$ cat config.mk
export PLATFORM = sky130hd
export DESIGN_NAME = afpm_host_link
export DESIGN_NICKNAME = d
export VERILOG_FILES = /design/src/rtl/afpm_host_link.sv
export SDC_FILE = /design/constraint.sdc
export NUM_CORES = 1
export LEC_CHECK = 0
export ABC_AREA = 1
export CORE_MARGIN = 1.5
export CORE_UTILIZATION = 45
export CTS_BUF_LIST = sky130_fd_sc_hd__clkbuf_4 sky130_fd_sc_hd__clkbuf_8
export CTS_CLUSTER_DIAMETER = 40
export DETAILED_ROUTE_END_ITERATION = 10
export GPL_ROUTABILITY_DRIVEN = 0
export PLACE_DENSITY = 0.87
export SLEW_MARGIN = 10
export SYNTH_ARGS = -nofsm -noshare
export SYNTH_HDL_FRONTEND = slang
export SYNTH_SLANG_ARGS = --single-unit
$ cat constraint.sdc
create_clock -name clk -period 4.11 [get_ports clk]
set_input_delay 0.822 -clock clk [delete_from_list [all_inputs] [get_ports clk]]
set_output_delay 0.822 -clock clk [all_outputs]
set_load 0.05 [all_outputs]
$ cat src/rtl/afpm_host_link.sv
// Host-side link controller for a byte-serial binary16 multiplier: sends both
// operands as two byte pairs, waits a fixed dwell, then captures the 16-bit result.
module afpm_host_link #(
  parameter int unsigned RSP_WAIT = 2
) (
  input  logic        clk,
  input  logic        rst_n,
  input  logic        req_valid,
  output logic        req_ready,
  input  logic [15:0] req_a,
  input  logic [15:0] req_b,
  input  logic        abort,
  output logic        link_en,
  output logic [7:0]  tx_a,
  output logic [7:0]  tx_b,
  input  logic [7:0]  rx_byte,
  output logic        rsp_valid,
  output logic [15:0] rsp_data,
  input  logic        rsp_ready,
  output logic        busy,
  output logic [7:0]  txn_count
);

  typedef enum logic [2:0] {
    IDLE, SEND_LO, SEND_HI, WAIT, CAP_LO, CAP_HI, RESP
  } state_t;

  localparam logic [3:0] WAIT_LOAD = 4'(RSP_WAIT - 1);

  state_t      state, state_nx;
  logic [15:0] op_a, op_b;
  logic [3:0]  wait_cnt;
  logic [15:0] rsp_q;
  logic [7:0]  cnt_q;
  logic        accept, done;

  assign accept = (state == IDLE) && req_valid && !abort;
  assign done   = (state == RESP) && rsp_ready && !abort;

  always_ff @(posedge clk or negedge rst_n) begin
    if (!rst_n) state <= IDLE;
    else        state <= state_nx;
  end

  always_comb begin
    state_nx = state;
    if (abort && state != IDLE) begin
      state_nx = IDLE;
    end else begin
      unique case (state)
        IDLE:    if (accept) state_nx = SEND_LO;
        SEND_LO: state_nx = SEND_HI;
        SEND_HI: state_nx = WAIT;
        WAIT:    if (wait_cnt == 4'd0) state_nx = CAP_LO;
        CAP_LO:  state_nx = CAP_HI;
        CAP_HI:  state_nx = RESP;
        RESP:    if (done) state_nx = IDLE;
        default: state_nx = IDLE;
      endcase
    end
  end

  // Dwell counter is loaded on the SEND_HI->WAIT edge so WAIT lasts RSP_WAIT cycles.
  always_ff @(posedge clk or negedge rst_n) begin
    if (!rst_n) begin
      op_a     <= '0;
      op_b     <= '0;
      wait_cnt <= '0;
      rsp_q    <= '0;
      cnt_q    <= '0;
    end else begin
      if (accept) begin
        op_a <= req_a;
        op_b <= req_b;
      end
      if (state == SEND_HI)
        wait_cnt <= WAIT_LOAD;
      else if (state == WAIT && wait_cnt != 4'd0)
        wait_cnt <= wait_cnt - 4'd1;
      if (state == CAP_LO && !abort) rsp_q[7:0]  <= rx_byte;
      if (state == CAP_HI && !abort) rsp_q[15:8] <= rx_byte;
      if (done) cnt_q <= cnt_q + 8'd1;
    end
  end

  always_comb begin
    tx_a = '0;
    tx_b = '0;
    if (state == SEND_LO) begin
      tx_a = op_a[7:0];
      tx_b = op_b[7:0];
    end else if (state == SEND_HI) begin
      tx_a = op_a[15:8];
      tx_b = op_b[15:8];
    end
  end

  assign req_ready = (state == IDLE);
  assign busy      = (state != IDLE);
  assign link_en   = (state == SEND_LO) || (state == SEND_HI) || (state == WAIT) ||
                     (state == CAP_LO)  || (state == CAP_HI);
  assign rsp_valid = (state == RESP);
  assign rsp_data  = rsp_q;
  assign txn_count = cnt_q;

endmodule

==> out/metrics.yaml, run 1 <==
cts_htree_levels: 3
numClockSinks: 63
drt-pass1-iter-count: 4
ctsHoldBuffers: 0
core_sq_um: 6720
crit_family: "buffers and inverters"
worst_slew_pin_slew_ns: 0.937
critPathSlowestCell: "clkdlybuf4s50_1"
grt_pass1_wl_mm: 11.2
ys_top_cells_by_area: "dfrtp_1, nand2_1, inv_1"
timing.final.hold_violations: 0
crit_path_cell_trace: "inv_2 -> nand3_2 -> o21ai_0 -> clkdlybuf4s50_1"
io_pins: 89
status: "finished clean"
place_area_sq_um: 3960
synthTopCellsByCount: "nand2_1, dfrtp_1, inv_1, nand3_1, nor2_1"
synth_cell_type_count: 28
rsz0062_at_grt: "false"
initial_utilization_pct: 46.1
clk_latency_ns: 0.34
setup_viol: 0
drive_gt1_share_pct: 14.7
grt_start_max_net_pins: 65
ant_nets: 0
p_leak_nw: 2.03
seq_area_sq_um: 1580
maxSlewViolCount: 0
critPathRequiredTime_ns: 3.29
path_max_fanout: 21
port_buffers: 88
yosys_register_bits: 63
cts_root_buf: "clkbuf_8"
synthCells: 350
start_kind: "flip-flop"
drt-vias-per-instance: 4.91
place_ws_ns: 0.551
path_class: "reg -> out"
antenna_found_initial: 0
hold_path.class: "reg -> reg"
yosys_warnings: 0
arrival_ns: 2.82
gr-usage-all-layers_pct: 19.8
finish.instance_area_sq_um: 4190
vdd_drop_max_mv: 0.485
slowest_delay_ns: 0.86
synth_edf_count: 0
area_delta_synth_final_pct: 35.5
drt-initial-drc-count: 96
postCtsSetupBuffers: 0
final_core_util_pct: 62.4
drc: 0
diodes: 0
powerDensity_nw_per_um2: 836
synthArstFlopShare_pct: 100
fin_tns_setup_ns: 0
cts_buffer_depth: 2
nets: 485
wl_per_cell_um: 13.1
cts_buffers: 9
slew_headroom_pct: 37.5
avgSynthCellArea_sq_um: 8.84
worst_slack_ns: 0.471
synth_top_area_cell: "dfrtp_1"
drv_cap: 0
fmax_ghz: 0.275
cts_resized: 0
grt_remaining_overflow: 0
period_share_pct: 88.5
multi_input_comb_area_sq_um: 1170
grt_pass1_vias: 2436
cts.clk_slew.worst_paths_ns: 0.06
dpl.hpwl_mm: 4.68
wl_mm: 6.82
yosysSeqAreaShare_pct: 51.0
final.fill_count: 539
finClkSkew_ns: 0.0107
syn_area_sq_um: 3090
end_kind: "primary output"
die_h_um: 85.9
yosysMostFrequentCell: "nand2_1"
synth_ff_type: "dfrtp_1"
path_buf_inv: 2
period_minus_slack_ns: 3.64
synth_fp_nets: 398
die_w_um: 85.9
num_rows: 30
cts_tree: "done"
via_count: 2561
synth_top_area_share_pct: 51.0
die-area_sq_um: 7380
[where the power goes]
group          switching, mW  leakage, nW  internal (mW)
sequential             0.135        0.781          0.863
clock                  0.231        0.120          0.388
combinational           1.28         1.13          0.613
[routing by layer]
layer	global-route usage (%)	wire (um)	up-vias
met5	0	0	-
met4	12.2	187	0
met3	3.37	261	17
met2	31.4	3320	66
met1	25.3	3050	1202
li1	-	-	1276
[stage by stage]
step | power [mW] | hold slack (ns) | instances
2_1_floorplan | 2.35 | 0.456 | 350
3_3_place_gp | 2.84 | 0.466 | 506
3_5_place_dp | 2.89 | 0.469 | 506
4_1_cts | 3.53 | 0.486 | 522
5_1_grt | 3.71 | 0.501 | 522
6_report | 3.51 | 0.485 | 522
[worst paths after layout]
| path | startpoint | end | slack [ns] | cells past startpoint |
|---|---|---|---|---|
| setup / recovery | state[2] | tx_b[0] | 0.47 | 4 |
| hold / removal | rsp_data[4] | rsp_data[4] | 0.48 | 2 |
| setup reg to reg | state[2] | op_a[14] | 1.97 | 6 |
| hold reg to reg | rsp_data[4] | rsp_data[4] | 0.48 | 2 |
| max in group asynchronous | rst_n | rsp_data[13] | 2.64 | 2 |
| min in group asynchronous | rst_n | op_b[15] | 0.63 | 1 |
[tightest hold or removal path, cell delays in order, from the launching register on]
cell     delay [ns]
dfrtp_1        0.34
nand2_1        0.06
o21ai_2        0.05
[area by class of cell]
class                      instances  share of cell area, %
sequential                        63                   37.6
clock buffer                      13                   3.97
timing repair buffer              89                   21.1
inverter                          60                   5.43
tap                               80                   2.39
multi-input combinational        214                   28.0
clock inverter                     3                   1.55
[logic make-up after synthesis]
| family | share of synthesized area [%] |
|---|---|
| AND/OR/NAND/NOR | 19.5 |
| adder cells (fa/ha/maj) | 1.21 |
| XOR/XNOR | 1.13 |
| AO/OA/AOI/OAI | 15.9 |
| flip-flops | 51.0 |
| buffers and inverters | 11.3 |
[cells in the final DEF (no fill, tap or decap), types with 2 or more instances in the layout]
cell type / n
clkbuf_8: 11
ha_1: 3
xor2_1: 2
o21ai_0: 20
dfrtp_1: 63
bufinv_16: 2
nand2_1: 72
o21ai_2: 17
clkbuf_4: 2
nor2_4: 3
xnor2_1: 2
a21oi_2: 16
clkdlybuf4s50_1: 87
nand3_1: 26
nand2_2: 4
o21ai_1: 18
inv_2: 3
nor2_1: 21
nand4_1: 2
inv_1: 56
[flip-flops by register name, summed over array words and instances (netlist names)]
name	flops
op_a	16
op_b	16
rsp_data	16
state	3
txn_count	8
wait_cnt	4
(Power assumes the default switching activity.)
==> run 2, diff against run 1 <==
- CORE_ASPECT_RATIO: unset -> 1.4
- CORE_MARGIN: 1.5 -> unset
==> out/metrics.yaml, run 2 (synthesis results as in run 1) <==
arrival_ns: 3.07  # +0.25 ns
period_share_pct: 94.7  # +6.1 points
timing.final.hold_violations: 0  # unchanged
place_area_sq_um: 3970  # +0.38%
rsz0062_at_grt: "false"
drt-vias-per-instance: 4.87  # -0.68%
p_comb_share_pct: 52.7  # -1.2 points
cts_htree_levels: 3  # unchanged
wl_per_cell_um: 13.5  # +3.1%
layout_commonest_cell: "clkdlybuf4s50_1"
period_minus_slack_ns: 3.89  # +0.252 ns
drt-initial-drc-count: 190  # +98%
nets: 485  # unchanged
cts_root_buf: "clkbuf_8"
whs_endpoint: "rsp_data[2]"
cts_buffers: 9  # unchanged
slew_headroom_pct: 40.4  # +2.8 points
path_max_fanout: 21  # unchanged
internal-power_mw: 1.94  # +4.4%
worst_slew_pin_slew_ns: 0.894  # -0.0427 ns
area_delta_synth_final_pct: 36.8
seq_area_sq_um: 1580  # unchanged
r2r_start: "state[2]"
finClkSkew_ns: 0.0117  # +0.000973 ns
cts_buffer_depth: 2  # unchanged
p_leak_nw: 2.04  # +0.41%
die_h_um: 100  # +17%
final_core_util_pct: 64.0  # +1.6 points
setup_viol: 0  # unchanged
drive_gt1_share_pct: 14.5  # -0.23 points
seq_power_share_pct: 27.7  # -0.8 points
gr-usage-all-layers_pct: 22.3  # +2.5 points
critPathRequiredTime_ns: 3.29  # about the same
r2r-end: "op_b[11]"
grt_pass1_wl_mm: 12.1  # +7.7%
pwr-share-clk_pct: 19.7  # +2.1 points
multi_input_comb_area_sq_um: 1170  # -0.43%
port_buffers: 88  # unchanged
wl_mm: 7.19  # +5.4%
clk_latency_ns: 0.34  # about the same
layout_common_cells: "clkdlybuf4s50_1, nand2_1, dfrtp_1"
final.fill_count: 540  # +0.19%
die-area_sq_um: 7220  # -2.2%
numClockSinks: 63  # unchanged
p_sw_mw: 1.67  # +1.6%
cts.clk_slew.worst_paths_ns: 0.07  # about the same
maxSlewViolCount: 0  # unchanged
fmax_ghz: 0.257  # -6.5%
place_ws_ns: 0.584  # +0.0326 ns
via_count: 2602  # +1.6%
status: "finished clean"
dpl.hpwl_mm: 5.24  # +12%
antenna_found_initial: 0  # unchanged
diodes: 0  # unchanged
cts_tree: "done"
placed_cells: 518  # +2.4%
grt_pass1_vias: 2622  # +7.6%
fin_cells: 534  # +2.3%
fin_hold_ws_ns: 0.485  # -0.0000330 ns
worst_slack_ns: 0.219  # -0.252 ns
finish.instance_area_sq_um: 4230  # +1.0%
vdd_drop_max_mv: 0.358  # -26%
path_class: "reg -> out"
p_sw_share_pct: 46.2  # -0.66 points
drt-pass1-iter-count: 4  # unchanged
drv_cap: 0  # unchanged
initial_utilization_pct: 46.8  # +0.74 points
hold_path_depth: 2  # unchanged
postCtsSetupBuffers: 0  # unchanged
drc: 0  # unchanged
hold_path.class: "reg -> reg"
core_sq_um: 6610  # -1.6%
grt_start_max_net_pins: 65  # unchanged
end_kind: "primary output"
die_w_um: 72.1  # -16%
grt_remaining_overflow: 0  # unchanged
io_pins: 89  # unchanged
start_kind: "flip-flop"
fin_tns_setup_ns: 0  # unchanged
ctsHoldBuffers: 0  # unchanged
min_from: "rsp_data[2]"
num_rows: 35  # +17%
reg2regPathDepth: 6  # unchanged
ant_nets: 0  # unchanged
total_power_mw: 3.61  # +3.1%
powerDensity_nw_per_um2: 854  # +2.0%
cts_resized: 0  # unchanged
r2r_slack_ns: 1.98  # about the same
## run 2: cell count changes in the layout (fill, tap and decap cells not counted)
| cell | change |
|---|---|
| bufinv_16 | +2 |
| clkbuf_4 | -1 |
| clkbuf_8 | -2 |
| clkinvlp_4 | +1 |
| nand3_1 | +1 |
| nand3_2 | -1 |
## run 2: area by class of cell
| class | instances | share of cell area (%) |
|---|---|---|
| Clock inverter | 6 | 3.13 |
| Sequential cell | 63 | 37.2 |
| Clock buffer | 10 | 3.10 |
| Inverter | 60 | 5.38 |
| Tap cell | 92 | 2.72 |
| Timing Repair Buffer | 89 | 20.9 |
| Multi-Input combinational cell | 214 | 27.6 |
## run 2: power by group through the flow
stage               logic [mW]  registers (mW)  clock network [mW]
floorplan                 1.13            1.22                   0
global placement          1.86           0.992                   0
detailed placement        1.91            1.01                   0
CTS                       1.91           0.999               0.722
global route              2.04            1.03               0.748
finish                    1.90            1.00               0.711
## run 2: layer usage
layer  share of wire (%)  global-route usage, %  vias up
li1                    -                      -     1277
met1                  39                   26.5     1218
met2                  52                   36.7       81
met3                 4.5                   3.71       26
met4                 3.9                   14.9        0
met5                   0                      0        -
## run 2: critical path, stage by stage, from the launching register on
cell             delay (ns)
dfrtp_1                0.44
inv_2                  0.32
nand3_1                0.65
o21ai_0                0.43
clkdlybuf4s50_1        0.88
## run 2: worst max-delay path by stage
stage	startpoint	to	slack [ns]	depth (start not counted)
finish	state[2]	tx_a[4]	0.22	4
global route	state[2]	tx_b[1]	0.02	4
CTS	state[2]	tx_a[4]	0.20	4
detailed placement	state[2]	tx_a[4]	0.58	4
global placement	state[2]	tx_b[7]	0.71	4
floorplan	state[2]	tx_a[6]	1.28	5
